## src/rtl/csa_4_2_row_pipe.sv

```systemverilog
// Row of W 4:2 compressors reducing four masked operands to a carry-save pair,
// with a LAT-stage (1 or 2) valid/ready pipeline and a pass-through tag.
module csa_4_2_row_pipe #(
    parameter int W     = 16,
    parameter int LAT   = 2,
    parameter int TAG_W = 4
) (
    input  logic             sys_clk,
    input  logic             sys_rst,
    input  logic             in_valid,
    output logic             in_ready,
    input  logic [W-1:0]     in_a,
    input  logic [W-1:0]     in_b,
    input  logic [W-1:0]     in_c,
    input  logic [W-1:0]     in_d,
    input  logic [3:0]       in_zmask,
    input  logic [TAG_W-1:0] in_tag,
    output logic             out_valid,
    input  logic             out_ready,
    output logic [W:0]       out_sum,
    output logic [W:0]       out_carry,
    output logic [TAG_W-1:0] out_tag
);

    logic [W-1:0] w_a, w_b, w_c, w_d;
    logic [W-1:0] w_s1, w_co;

    assign w_a = in_zmask[0] ? '0 : in_a;
    assign w_b = in_zmask[1] ? '0 : in_b;
    assign w_c = in_zmask[2] ? '0 : in_c;
    assign w_d = in_zmask[3] ? '0 : in_d;

    // Level 1: bitwise full adders over a, b, c.
    assign w_s1 = w_a ^ w_b ^ w_c;
    assign w_co = (w_a & w_b) | (w_a & w_c) | (w_b & w_c);

    logic [W-1:0]     w_l2_s1, w_l2_co, w_l2_d;
    logic [TAG_W-1:0] w_l2_tag;
    logic             w_l2_valid;

    logic             r_out_valid;
    logic [W:0]       r_out_sum, r_out_carry;
    logic [TAG_W-1:0] r_out_tag;
    logic             w_out_load;

    assign w_out_load = !r_out_valid || out_ready;

    generate
        if (LAT == 1) begin : g_lat1
            assign w_l2_s1    = w_s1;
            assign w_l2_co    = w_co;
            assign w_l2_d     = w_d;
            assign w_l2_tag   = in_tag;
            assign w_l2_valid = in_valid;
            assign in_ready   = w_out_load;
        end else begin : g_lat2
            logic             r_v1;
            logic [W-1:0]     r_s1, r_co, r_d;
            logic [TAG_W-1:0] r_tag;
            logic             w_s1_load;

            // NOTE: in_ready is combinational through w_out_load, so a drain frees a slot the same cycle.
            assign w_s1_load = !r_v1 || w_out_load;

            always_ff @(posedge sys_clk) begin
                if (sys_rst) begin
                    r_v1  <= 1'b0;
                    r_s1  <= '0;
                    r_co  <= '0;
                    r_d   <= '0;
                    r_tag <= '0;
                end else if (w_s1_load) begin
                    r_v1  <= in_valid;
                    r_s1  <= w_s1;
                    r_co  <= w_co;
                    r_d   <= w_d;
                    r_tag <= in_tag;
                end
            end

            assign w_l2_s1    = r_s1;
            assign w_l2_co    = r_co;
            assign w_l2_d     = r_d;
            assign w_l2_tag   = r_tag;
            assign w_l2_valid = r_v1;
            assign in_ready   = w_s1_load;
        end
    endgenerate

    // Level 2: carry-in of bit i is the level-1 carry of bit i-1.
    logic [W-1:0] w_ci, w_dv, w_cv;

    assign w_ci = {w_l2_co[W-2:0], 1'b0};
    assign w_dv = w_l2_s1 ^ w_l2_d ^ w_ci;
    assign w_cv = (w_l2_s1 & w_l2_d) | (w_l2_s1 & w_ci) | (w_l2_d & w_ci);

    always_ff @(posedge sys_clk) begin
        if (sys_rst) begin
            r_out_valid <= 1'b0;
            r_out_sum   <= '0;
            r_out_carry <= '0;
            r_out_tag   <= '0;
        end else if (w_out_load) begin
            r_out_valid <= w_l2_valid;
            r_out_sum   <= {w_l2_co[W-1], w_dv};
            r_out_carry <= {w_cv, 1'b0};
            r_out_tag   <= w_l2_tag;
        end
    end

    assign out_valid = r_out_valid;
    assign out_sum   = r_out_sum;
    assign out_carry = r_out_carry;
    assign out_tag   = r_out_tag;

endmodule

```

## config.mk

```make
export PLATFORM = sky130hd
export DESIGN_NAME = csa_4_2_row_pipe
export DESIGN_NICKNAME = d
export VERILOG_FILES = /design/src/rtl/csa_4_2_row_pipe.sv
export SDC_FILE = /design/constraint.sdc
export NUM_CORES = 1
export LEC_CHECK = 0
export ABC_AREA = 1
export ABC_CLOCK_PERIOD_IN_PS = 1630
export BUFFER_PORTS_ARGS = -buffer_cell sky130_fd_sc_hd__buf_2
export CORE_UTILIZATION = 36
export CTS_CLUSTER_DIAMETER = 30
export DETAILED_ROUTE_END_ITERATION = 8
export GPL_TIMING_DRIVEN = 0
export MAX_ROUTING_LAYER = met4
export PLACE_DENSITY = 0.7
export SLEW_MARGIN = 40
export SYNTH_ARGS = -nofsm -noshare
export SYNTH_HDL_FRONTEND = slang
export SYNTH_SLANG_ARGS = --single-unit
```

## constraint.sdc

```tcl
create_clock -name sys_clk -period 1.63 [get_ports sys_clk]
set_input_delay 0.326 -clock sys_clk [delete_from_list [all_inputs] [get_ports sys_clk]]
set_output_delay 0.326 -clock sys_clk [all_outputs]
set_load 0.05 [all_outputs]
```

## Word level (Yosys, flattened, before mapping)

Index checks and enable logic that the tools add are counted.

- Input bits: 76
- Register bits after elaboration: 91
- Output and inout port bits: 40
- Logic and storage cells: 31

- Bitwise operators: 14
- Reductions and logical operators: 4
- Multiplexer cells: 4

Operator list:

| cell | count |
|---|---|
| AND 16 bit | 6 |
| two-way mux 16 bit | 4 |
| OR 16 bit | 4 |
| XOR 16 bit | 4 |
| zero test 1 bit | 2 |
| logical OR 1 bit | 2 |

## Longest topological paths before layout

Gate-level depths: netlist of run 1.

- Depth in word-level cells: 4
- Mapped depth: 8
- Gate-level depth less buffers: 7

## Worst setup path before layout of run 1

OpenSTA, ideal clock, no wires.

- Kind: input-to-reg
- Start: input in_zmask[2]
- End: register g_lat2.r_s1[10]
- Arrival: 1.518 ns
- Stages: 8
- Setup slack: 0.048 ns
- Data required time: 1.566 ns
- Setup time: 0.064 ns
- Buffers on the path: 2
- Path through: clkbuf_1 buf_2 nor2_1 fa_1 inv_1 nand2_1 nand2_1 nor2_1

- Cells in the longest elaborated chain, start to end: 2

Ends and longest elaborated chain:

| item | line | text |
|---|---|---|
| from (decl) | 16 | `input logic [3:0] in_zmask,` |
| two-way mux 16 bit | 30 | `assign w_c = in_zmask[2] ? '0 : in_c;` |
| XOR 16 bit | 34 | `assign w_s1 = w_a ^ w_b ^ w_c;` |
| via w_s1[10] | 26 | `logic [W-1:0] w_s1, w_co;` |
| to (signal assigned) | 74 | `r_s1 <= w_s1;` |
| to (decl) | 58 | `logic [W-1:0] r_s1, r_co, r_d;` |

The timed path passes the listed nets, and every way through them passes these cells.
A chain may end at the register's enable or synchronous reset.

## Worst setup path in the final report of run 1

- Start: register r_out_valid (netlist: out_valid)
- End: output in_ready

- Cells in the longest elaborated chain, start to end: 3

Ends and longest elaborated chain:

| item | line | text |
|---|---|---|
| from (decl) | 41 | `logic r_out_valid;` |
| from (signal assigned) | 104 | `r_out_valid <= w_l2_valid;` |
| zero test 1 bit | 46 | `assign w_out_load = !r_out_valid \|\| out_ready;` |
| logical OR 1 bit | 46 |  |
| logical OR 1 bit | 63 | `assign w_s1_load = !r_v1 \|\| w_out_load;` |
| to (decl) | 11 | `output logic in_ready,` |

No other way between the ends.

==> run summary, run 1 <==
Die area: 12,990 sq um
CTS Buf Count: 9
Count of hold-fix buffers inserted at cts: 0
Cell Area, Synth: 4516 sq um
Worst-skew pair later-pin latency: 340 ps
GR Util All Layers: 0.1897
Top_reg_cell synth: dfxtp_1
Post-DP HPWL: 8769 um
Critical-path top delay cell: dfxtp_2
Worst setup margin: 70.07 ps
PortBufs: 111
Area grow syn2layout: 24.24%
Starting DRC count in detailed routing: 193
Pre-antenna DRT Iters: 4
Initial antenna violation count: 0
Initial core utilization: 0.3728
Crit Path Class: reg2out
Post-Place Worst Slack: -306.9 ps
TNS Setup: 0 ps
Post-synth net total: 745
Crit Path Max Fanout: 10
Final hold vios: 0
Largest net degree at the start of global routing: 14
GP Congestion: 0.8185
Peak supply drop: 0.5654 mV
Startpoint Class: flip-flop
CP required: 1300 ps
Status: complete, no violations
CP delay by family, top: buffers and inverters
RSZ-0062 raised after global routing: false
Chip height: 114.0 um
Worst-case clock buffer depth: 2
Met2 wire length: 5028 um
Post-route met1 wirelength: 5379 um
Fill count: 1,298
Final ANT Viol Nets: 0
CP Cell Sequence: nand3_4 -> buf_4 -> buf_4
Global-route wire length before repair: 18,270 um
Total congestion overflow: 0
Share of cells above drive strength 1: 0.2084
PD cells: 1021 nW/um^2
Core ar.: 12,110 sq um
Die width: 114.0 um
Highest Clock Rate: 641.1 MHz
Residual DRC count: 0
Worst Clk Skew: 6.433 ps
Nets: 867
Register area share after synthesis: 0.4034
Final period utilization: 0.9570
Slowest cell delay on critical path: 370 ps
Syn Area/Cell: 7.089 sq um
Final Total Pwr: 0.005728 W
Max-Cap Viols: 0
CTS sink cnt: 91
Clock period minus final worst setup slack: 1560 ps
Hold Path Class: in2reg
Ys async rst share: 0
Netlist cell types: 18
Core Rows: 40
Critical path's most frequent cell: buf_4
Routed WL per cell: 11.85 um
CP arrival: 1230 ps
Post-Synthesis Cells: 637
Slew Limit Fails: 0
Worst slew pin tran: 500.1 ps
Post-Route WL: 11,030 um
Highest metal used: met4
Cell at the root of the clock tree: clkbuf_16
CP bufs+invs: 2
Cell leakage power: 3.265 nW
DR vias/cell: 4.163
Vias in the first global route: 3,856
Max H-tree Level: 3
Via Count: 3,876
WL met3: 505 um
Synth warnings: 0
I/O pin total: 116
Slew headroom: 0.6666
Design area: 5610 sq um
Clk slew on worst S/H paths: 60 ps
Critical path endpoint category: output port
Area after DPL: 5281 sq um
Final setup viols: 0
Diodes inserted: 0
CTS tree: done
Number of synthesized flops with an enable pin: 0
Register bit total from synthesis: 91
==> cells in the mapped netlist (3+ instances only) <==
library cell	count	area share
inv_1	86	0.071
inv_2	3	0.0025
buf_6	4	0.010
clkbuf_1	10	0.0083
nor2_1	228	0.19
buf_4	7	0.012
buf_2	13	0.014
nand2_1	120	0.10
dfxtp_1	91	0.40
o21ai_1	5	0.0055
fa_1	31	0.14
o21ai_0	32	0.035
==> logic make-up (layout without fill, tap and decap cells) <==
kind of cell	after synthesis	in the layout	synth area share
AOI/OAI and AO/OA	38	38	0.04211
adders and majority gates	32	32	0.1402
buffers and inverters	125	251	0.1205
DFF	91	91	0.4034
other	1	1	0.0008305
and+or+nand+nor	350	350	0.2929
==> path summary, 6_finish.rpt <==
kind | from | endpoint | slack [ps] | depth (start not counted)
max | out_valid | in_ready | 70 | 3
min | sys_rst | g_lat2.r_v1 | 190 | 2
max reg2reg | g_lat2.r_s1[14] | out_carry[15] | 460 | 3
min reg2reg | g_lat2.r_tag[0] | g_lat2.r_tag[0] | 490 | 2
==> sequential cells by signal (all words and copies together), names as in the netlist <==
signal and count:
g_lat2.r_co 16, g_lat2.r_d 16, g_lat2.r_s1 16, g_lat2.r_tag 4, g_lat2.r_v1 1, out_carry 16
out_sum 17, out_tag 4, out_valid 1
==> cell type report <==
class | count | area (sq um) | share of cell area
plain buffers | 36 | 216.5 | 0.03858
multi-input cells | 421 | 2157 | 0.3845
clock buffers | 13 | 250.2 | 0.04460
clock inverters | 2 | 60.06 | 0.01070
well taps | 168 | 210.2 | 0.03747
repair buffers | 111 | 558.0 | 0.09946
flip-flops and latches | 91 | 1824 | 0.3252
inverters | 89 | 334.1 | 0.05954
==> worst register-to-register path: cells and delay by family (launching register included) <==
kind                       cells  cell delay (ps)
adders and majority gates      1              440
DFF                            1              330
and+or+nand+nor                2              290
==> metal layers <==
metal / GRT usage / vias to the layer above
met1: 0.2408 / 1696
met2: 0.3103 / 82
met4: 0.05195 / 0
met3: 0.03507 / 7
met5: - / -
li1: - / 2091
==> power by group <==
group | switching (W) | internal (W) | total [W] | leakage [nW]
Sequential | 0.000113 | 0.00239 | 0.00250 | 0.749
Clock | 0.000815 | 0.00138 | 0.00219 | 0.150
Combinational | 0.000686 | 0.000349 | 0.00104 | 2.37
Total | 0.00161 | 0.00411 | 0.00573 | 3.27
==> layout by cell type, fill, tap and decap left out <==
cell	n
nor2_1	228
buf_2	122
nand2_1	120
dfxtp_1	89
inv_1	86
o21ai_0	32
fa_1	31
clkbuf_1	10
buf_4	9
clkbuf_16	9
clkbuf_2	5
o21ai_1	5
buf_6	4
inv_2	3
bufinv_16	2
dfxtp_2	2
nand3_4	1
nand2_2	1
a21oi_1	1
ha_1	1
conb_1	1
clkbuf_8	1
==> repair_timing <==
item | in CTS | in global routing
setup buffers | 0 | 0
endpoints found under the setup margin | 1 | 14
gates resized for setup | 4 | 7
gates cloned | 0 | 0
==> through the flow <==
step / utilization / std cells / hold WS (ps)
final: 0.4632 / 931 / 188.6
after global routing: 0.4632 / 931 / 192.0
after CTS: 0.4628 / 931 / 193.2
after detailed placement: 0.4361 / 916 / 472.5
after global placement: 0.4361 / 916 / 462.6
after floorplan: - / 637 / 395.1
Note: power is estimated with default switching activity, not from simulation.
==> inputs of run 2 (changes only) <==
--- a/config.mk
+++ b/config.mk
@@ -6,14 +6,14 @@
 export NUM_CORES = 1
 export LEC_CHECK = 0
 export ABC_AREA = 1
-export ABC_CLOCK_PERIOD_IN_PS = 1630
+export ABC_CLOCK_PERIOD_IN_PS = 1500
 export BUFFER_PORTS_ARGS = -buffer_cell sky130_fd_sc_hd__buf_2
 export CORE_UTILIZATION = 36
 export CTS_CLUSTER_DIAMETER = 30
 export DETAILED_ROUTE_END_ITERATION = 8
 export GPL_TIMING_DRIVEN = 0
 export MAX_ROUTING_LAYER = met4
-export PLACE_DENSITY = 0.7
+export PLACE_DENSITY = 0.68
 export SLEW_MARGIN = 40
 export SYNTH_ARGS = -nofsm -noshare
 export SYNTH_HDL_FRONTEND = slang
==> constraint.sdc (replaced) <==
create_clock -name sys_clk -period 1.5 [get_ports sys_clk]
set_input_delay 0.3 -clock sys_clk [delete_from_list [all_inputs] [get_ports sys_clk]]
set_output_delay 0.3 -clock sys_clk [all_outputs]
set_load 0.05 [all_outputs]
==> run summary, run 2 (synthesis results as in run 1) <==
Status: complete, no violations
GP Congestion: 0.8143
Largest net degree at the start of global routing: 16
Cell at the root of the clock tree: clkbuf_16
Die width: 114.0 um
Nets: 870
Fill count: 1,298
Global-route wire length before repair: 17,840 um
Worst Clk Skew: 8.180 ps
Slew Limit Fails: 0
Final period utilization: 0.9609
Total congestion overflow: 0
Commonest non-fill, non-tap cell in the layout: nor2_1
GR Util All Layers: 0.1847
Core ar.: 12,110 sq um
Post-Place Worst Slack: -337.6 ps
CP arrival: 1140 ps
Worst-case clock buffer depth: 2
I/O pin total: 116
Final setup viols: 0
Share of cells above drive strength 1: 0.2164
Max H-tree Level: 3
Area after DPL: 5288 sq um
Post-Route WL: 11,040 um
Cell leakage power: 3.295 nW
CTS tree: done
Util after Layout: 0.4695
Initial core utilization: 0.3728
CTS Buf Count: 9
Startpoint Class: flip-flop
Critical-path top delay cell: dfxtp_2
Chip height: 114.0 um
RSZ-0062 raised after global routing: false
Cells after DPL: 916
CP delay by family, top: flip-flops
PortBufs: 111
Fin cells: 935
Worst setup margin: 58.65 ps
Crit Path Max Fanout: 10
CTS sink cnt: 91
Via Count: 3,861
Peak supply drop: 0.5543 mV
Final hold vios: 0
Slowest cell delay on critical path: 350 ps
Hold Path Class: in2reg
Design area: 5687 sq um
Crit Path Class: reg2out
Pre-antenna DRT Iters: 4
Starting DRC count in detailed routing: 197
Core Rows: 40
Final ANT Viol Nets: 0
Most frequent cells in the layout: nor2_1, buf_2, nand2_1
Post-DP HPWL: 8696 um
CP bufs+invs: 2
Diodes inserted: 0
Clock period minus final worst setup slack: 1441 ps
Die area: 12,990 sq um
Max reg flops: 17
Clk slew on worst S/H paths: 60 ps
Area grow syn2layout: 25.94%
CP Cell Sequence: nand3_4 -> buf_8 -> buf_4
Vias in the first global route: 3,696
Worst-skew pair later-pin latency: 340 ps
DR vias/cell: 4.129
Routed WL per cell: 11.81 um
Critical path endpoint category: output port
CP required: 1200 ps
Initial antenna violation count: 0
PD cells: 1137 nW/um^2
Residual DRC count: 0
Max-Cap Viols: 0
Highest Clock Rate: 693.8 MHz
TNS Setup: 0 ps
## run 2: layer usage
metal | part of all wire | routed length, um | global-route usage | vias to the layer above
li1 | - | - | - | 2092
met1 | 0.49 | 5390 | 0.2332 | 1664
met2 | 0.45 | 4980 | 0.3026 | 93
met3 | 0.043 | 475 | 0.02019 | 12
met4 | 0.018 | 197 | 0.07532 | 0
met5 | 0 | 0 | - | -
## run 2: final timing paths
path / from / to / slack, ps / depth (start not counted)
setup / recovery: out_valid / in_ready / 60 / 3
hold / removal: sys_rst / g_lat2.r_v1 / 140 / 2
setup reg to reg: out_valid / out_carry[10] / 230 / 6
hold reg to reg: g_lat2.r_tag[2] / g_lat2.r_tag[2] / 490 / 2
## run 2: area by class of cell
class | instances | area [sq um] | area share
Clock buffer | 10 | 239.0 | 0.04202
Inverter | 89 | 334.1 | 0.05875
Sequential cell | 91 | 1824 | 0.3208
Multi-Input combinational cell | 421 | 2157 | 0.3793
Clock inverter | 6 | 112.6 | 0.01980
Tap cell | 168 | 210.2 | 0.03696
Timing Repair Buffer | 114 | 580.6 | 0.1021
Buffer | 36 | 229.0 | 0.04026
## run 2: timing repair
item,in CTS,in global routing
hold buffers,0,0
buffers inserted,1,2
resized for setup,6,5
pin swaps,0,1
setup endpoints to repair,1,11
## run 2: per-stage QoR
step | total power, W | hold WS [ps]
floorplan | 0.003533 | 369.1
global placement | 0.003882 | 465.0
detailed placement | 0.003891 | 472.2
CTS | 0.006514 | 136.5
global route | 0.006754 | 144.6
finish | 0.006465 | 144.4
## run 2: power by group
part / leakage (nW) / internal (W) / total (W) / switching [W]
registers: 0.749 / 0.00259 / 0.00271 / 0.000120
logic: 2.39 / 0.000383 / 0.00113 / 0.000749
clock network: 0.161 / 0.00167 / 0.00262 / 0.000948
==> inputs of run 3 (changes only) <==
--- a/config.mk
+++ b/config.mk
@@ -14,6 +14,7 @@
 export GPL_TIMING_DRIVEN = 0
 export MAX_ROUTING_LAYER = met4
 export PLACE_DENSITY = 0.68
+export SETUP_SLACK_MARGIN = 0.3
 export SLEW_MARGIN = 40
 export SYNTH_ARGS = -nofsm -noshare
 export SYNTH_HDL_FRONTEND = slang
==> run summary, run 3 (synthesis results as in run 1) <==
Core Rows: 40
Clk slew on worst S/H paths: 60 ps
Slew Limit Fails: 0
Worst-case clock buffer depth: 2
Final hold vios: 0
Vias in the first global route: 3,911
Die width: 114.0 um
TNS Setup: 0 ps
I/O pin total: 116
Via Count: 4,035
Share of cells above drive strength 1: 0.3018
CTS tree: done
Nets: 875
Pre-antenna DRT Iters: 4
Worst-skew pair later-pin latency: 350 ps
PD cells: 1070 nW/um^2
Worst setup margin: 142.8 ps
Largest net degree at the start of global routing: 15
CP required: 1200 ps
Max H-tree Level: 3
Initial antenna violation count: 0
Startpoint Class: flip-flop
Peak supply drop: 0.5832 mV
Chip height: 114.0 um
Crit Path Max Fanout: 2
CTS sink cnt: 91
GR Util All Layers: 0.1925
Post-Place Worst Slack: -9.926 ps
Diodes inserted: 0
Highest Clock Rate: 736.8 MHz
DR vias/cell: 4.293
Area grow syn2layout: 41.70%
Hold Path Class: in2reg
Global-route wire length before repair: 18,640 um
Routed WL per cell: 12.38 um
Worst Clk Skew: 6.543 ps
Critical-path top delay cell: dfxtp_2
Die area: 12,990 sq um
CP arrival: 1060 ps
Starting DRC count in detailed routing: 205
Crit Path Class: reg2out
Initial core utilization: 0.3728
CTS Buf Count: 9
Residual DRC count: 0
Final Total Pwr: 0.006846 W
Final ANT Viol Nets: 0
Core ar.: 12,110 sq um
Clock period minus final worst setup slack: 1357 ps
Hold Worst Slack: 148.0 ps
Max reg flops: 17
Critical path endpoint category: output port
CP Cell Sequence: nand3_4 -> buf_6 -> buf_8
Cell at the root of the clock tree: clkbuf_16
Count of hold-fix buffers inserted at cts: 0
Fill count: 1,218
PortBufs: 111
RSZ-0062 raised after global routing: true
Max-Cap Viols: 0
Cell leakage power: 3.454 nW
Final setup viols: 0
Post-Route WL: 11,630 um
GP Congestion: 0.8362
Slowest cell delay on critical path: 350 ps
Commonest non-fill, non-tap cell in the layout: nor2_1
Most frequent cells in the layout: nor2_1, nand2_1, inv_1
Status: complete, no violations
Post-DP HPWL: 8940 um
Final period utilization: 0.9048
Total congestion overflow: 0
-- run 3: area by class of cell --
type | count | area (sq um) | area share
clock inverters | 3 | 90.09 | 0.01408
inverters | 89 | 334.1 | 0.05221
well taps | 168 | 210.2 | 0.03285
repair buffers | 119 | 864.6 | 0.1351
flip-flops and latches | 91 | 1841 | 0.2876
multi-input cells | 421 | 2420 | 0.3782
clock buffers | 13 | 281.5 | 0.04400
plain buffers | 36 | 357.8 | 0.05592
-- run 3: final timing paths --
kind	start	endpoint	slack, ps	cells past startpoint
max reg2reg	out_valid	out_carry[13]	280	6
min	sys_rst	g_lat2.r_v1	150	2
max	g_lat2.r_v1	in_ready	140	3
min reg2reg	g_lat2.r_tag[1]	out_tag[1]	490	2
-- run 3: critical path: cells and delay by family (launching register included) --
family / cells / cell delay (ps)
DFF: 1 / 350
and+or+nand+nor: 1 / 90
buffers and inverters: 2 / 270
-- run 3: stage by stage --
step | util | cells | area (sq um)
after floorplan | - | 637 | 4812
after global placement | 0.4605 | 916 | 5578
after detailed placement | 0.4605 | 916 | 5578
after CTS | 0.5042 | 934 | 6107
after global routing | 0.5283 | 940 | 6399
final | 0.5283 | 940 | 6399
-- run 3: metal layers --
metal,part of all wire,track usage,vias to the layer above
met5,0,-,-
met4,0.014,0.06494,0
met2,0.48,0.3232,82
li1,-,-,2107
met3,0.032,0.02444,11
met1,0.47,0.2394,1835
-- run 3: where the power goes --
part           leakage (nW)  switching, W  internal [W]  total (W)
clock                 0.181      0.000926       0.00182    0.00275
sequential            0.754      0.000140       0.00260    0.00274
combinational          2.52      0.000813      0.000549    0.00136
-- run 3: timing repair --
item | in CTS | in global routing
gates cloned | 0 | 3
endpoints found under the setup margin | 39 | 65
gates resized for setup | 52 | 69
pin swaps | 1 | 9
buffers inserted | 2 | 3
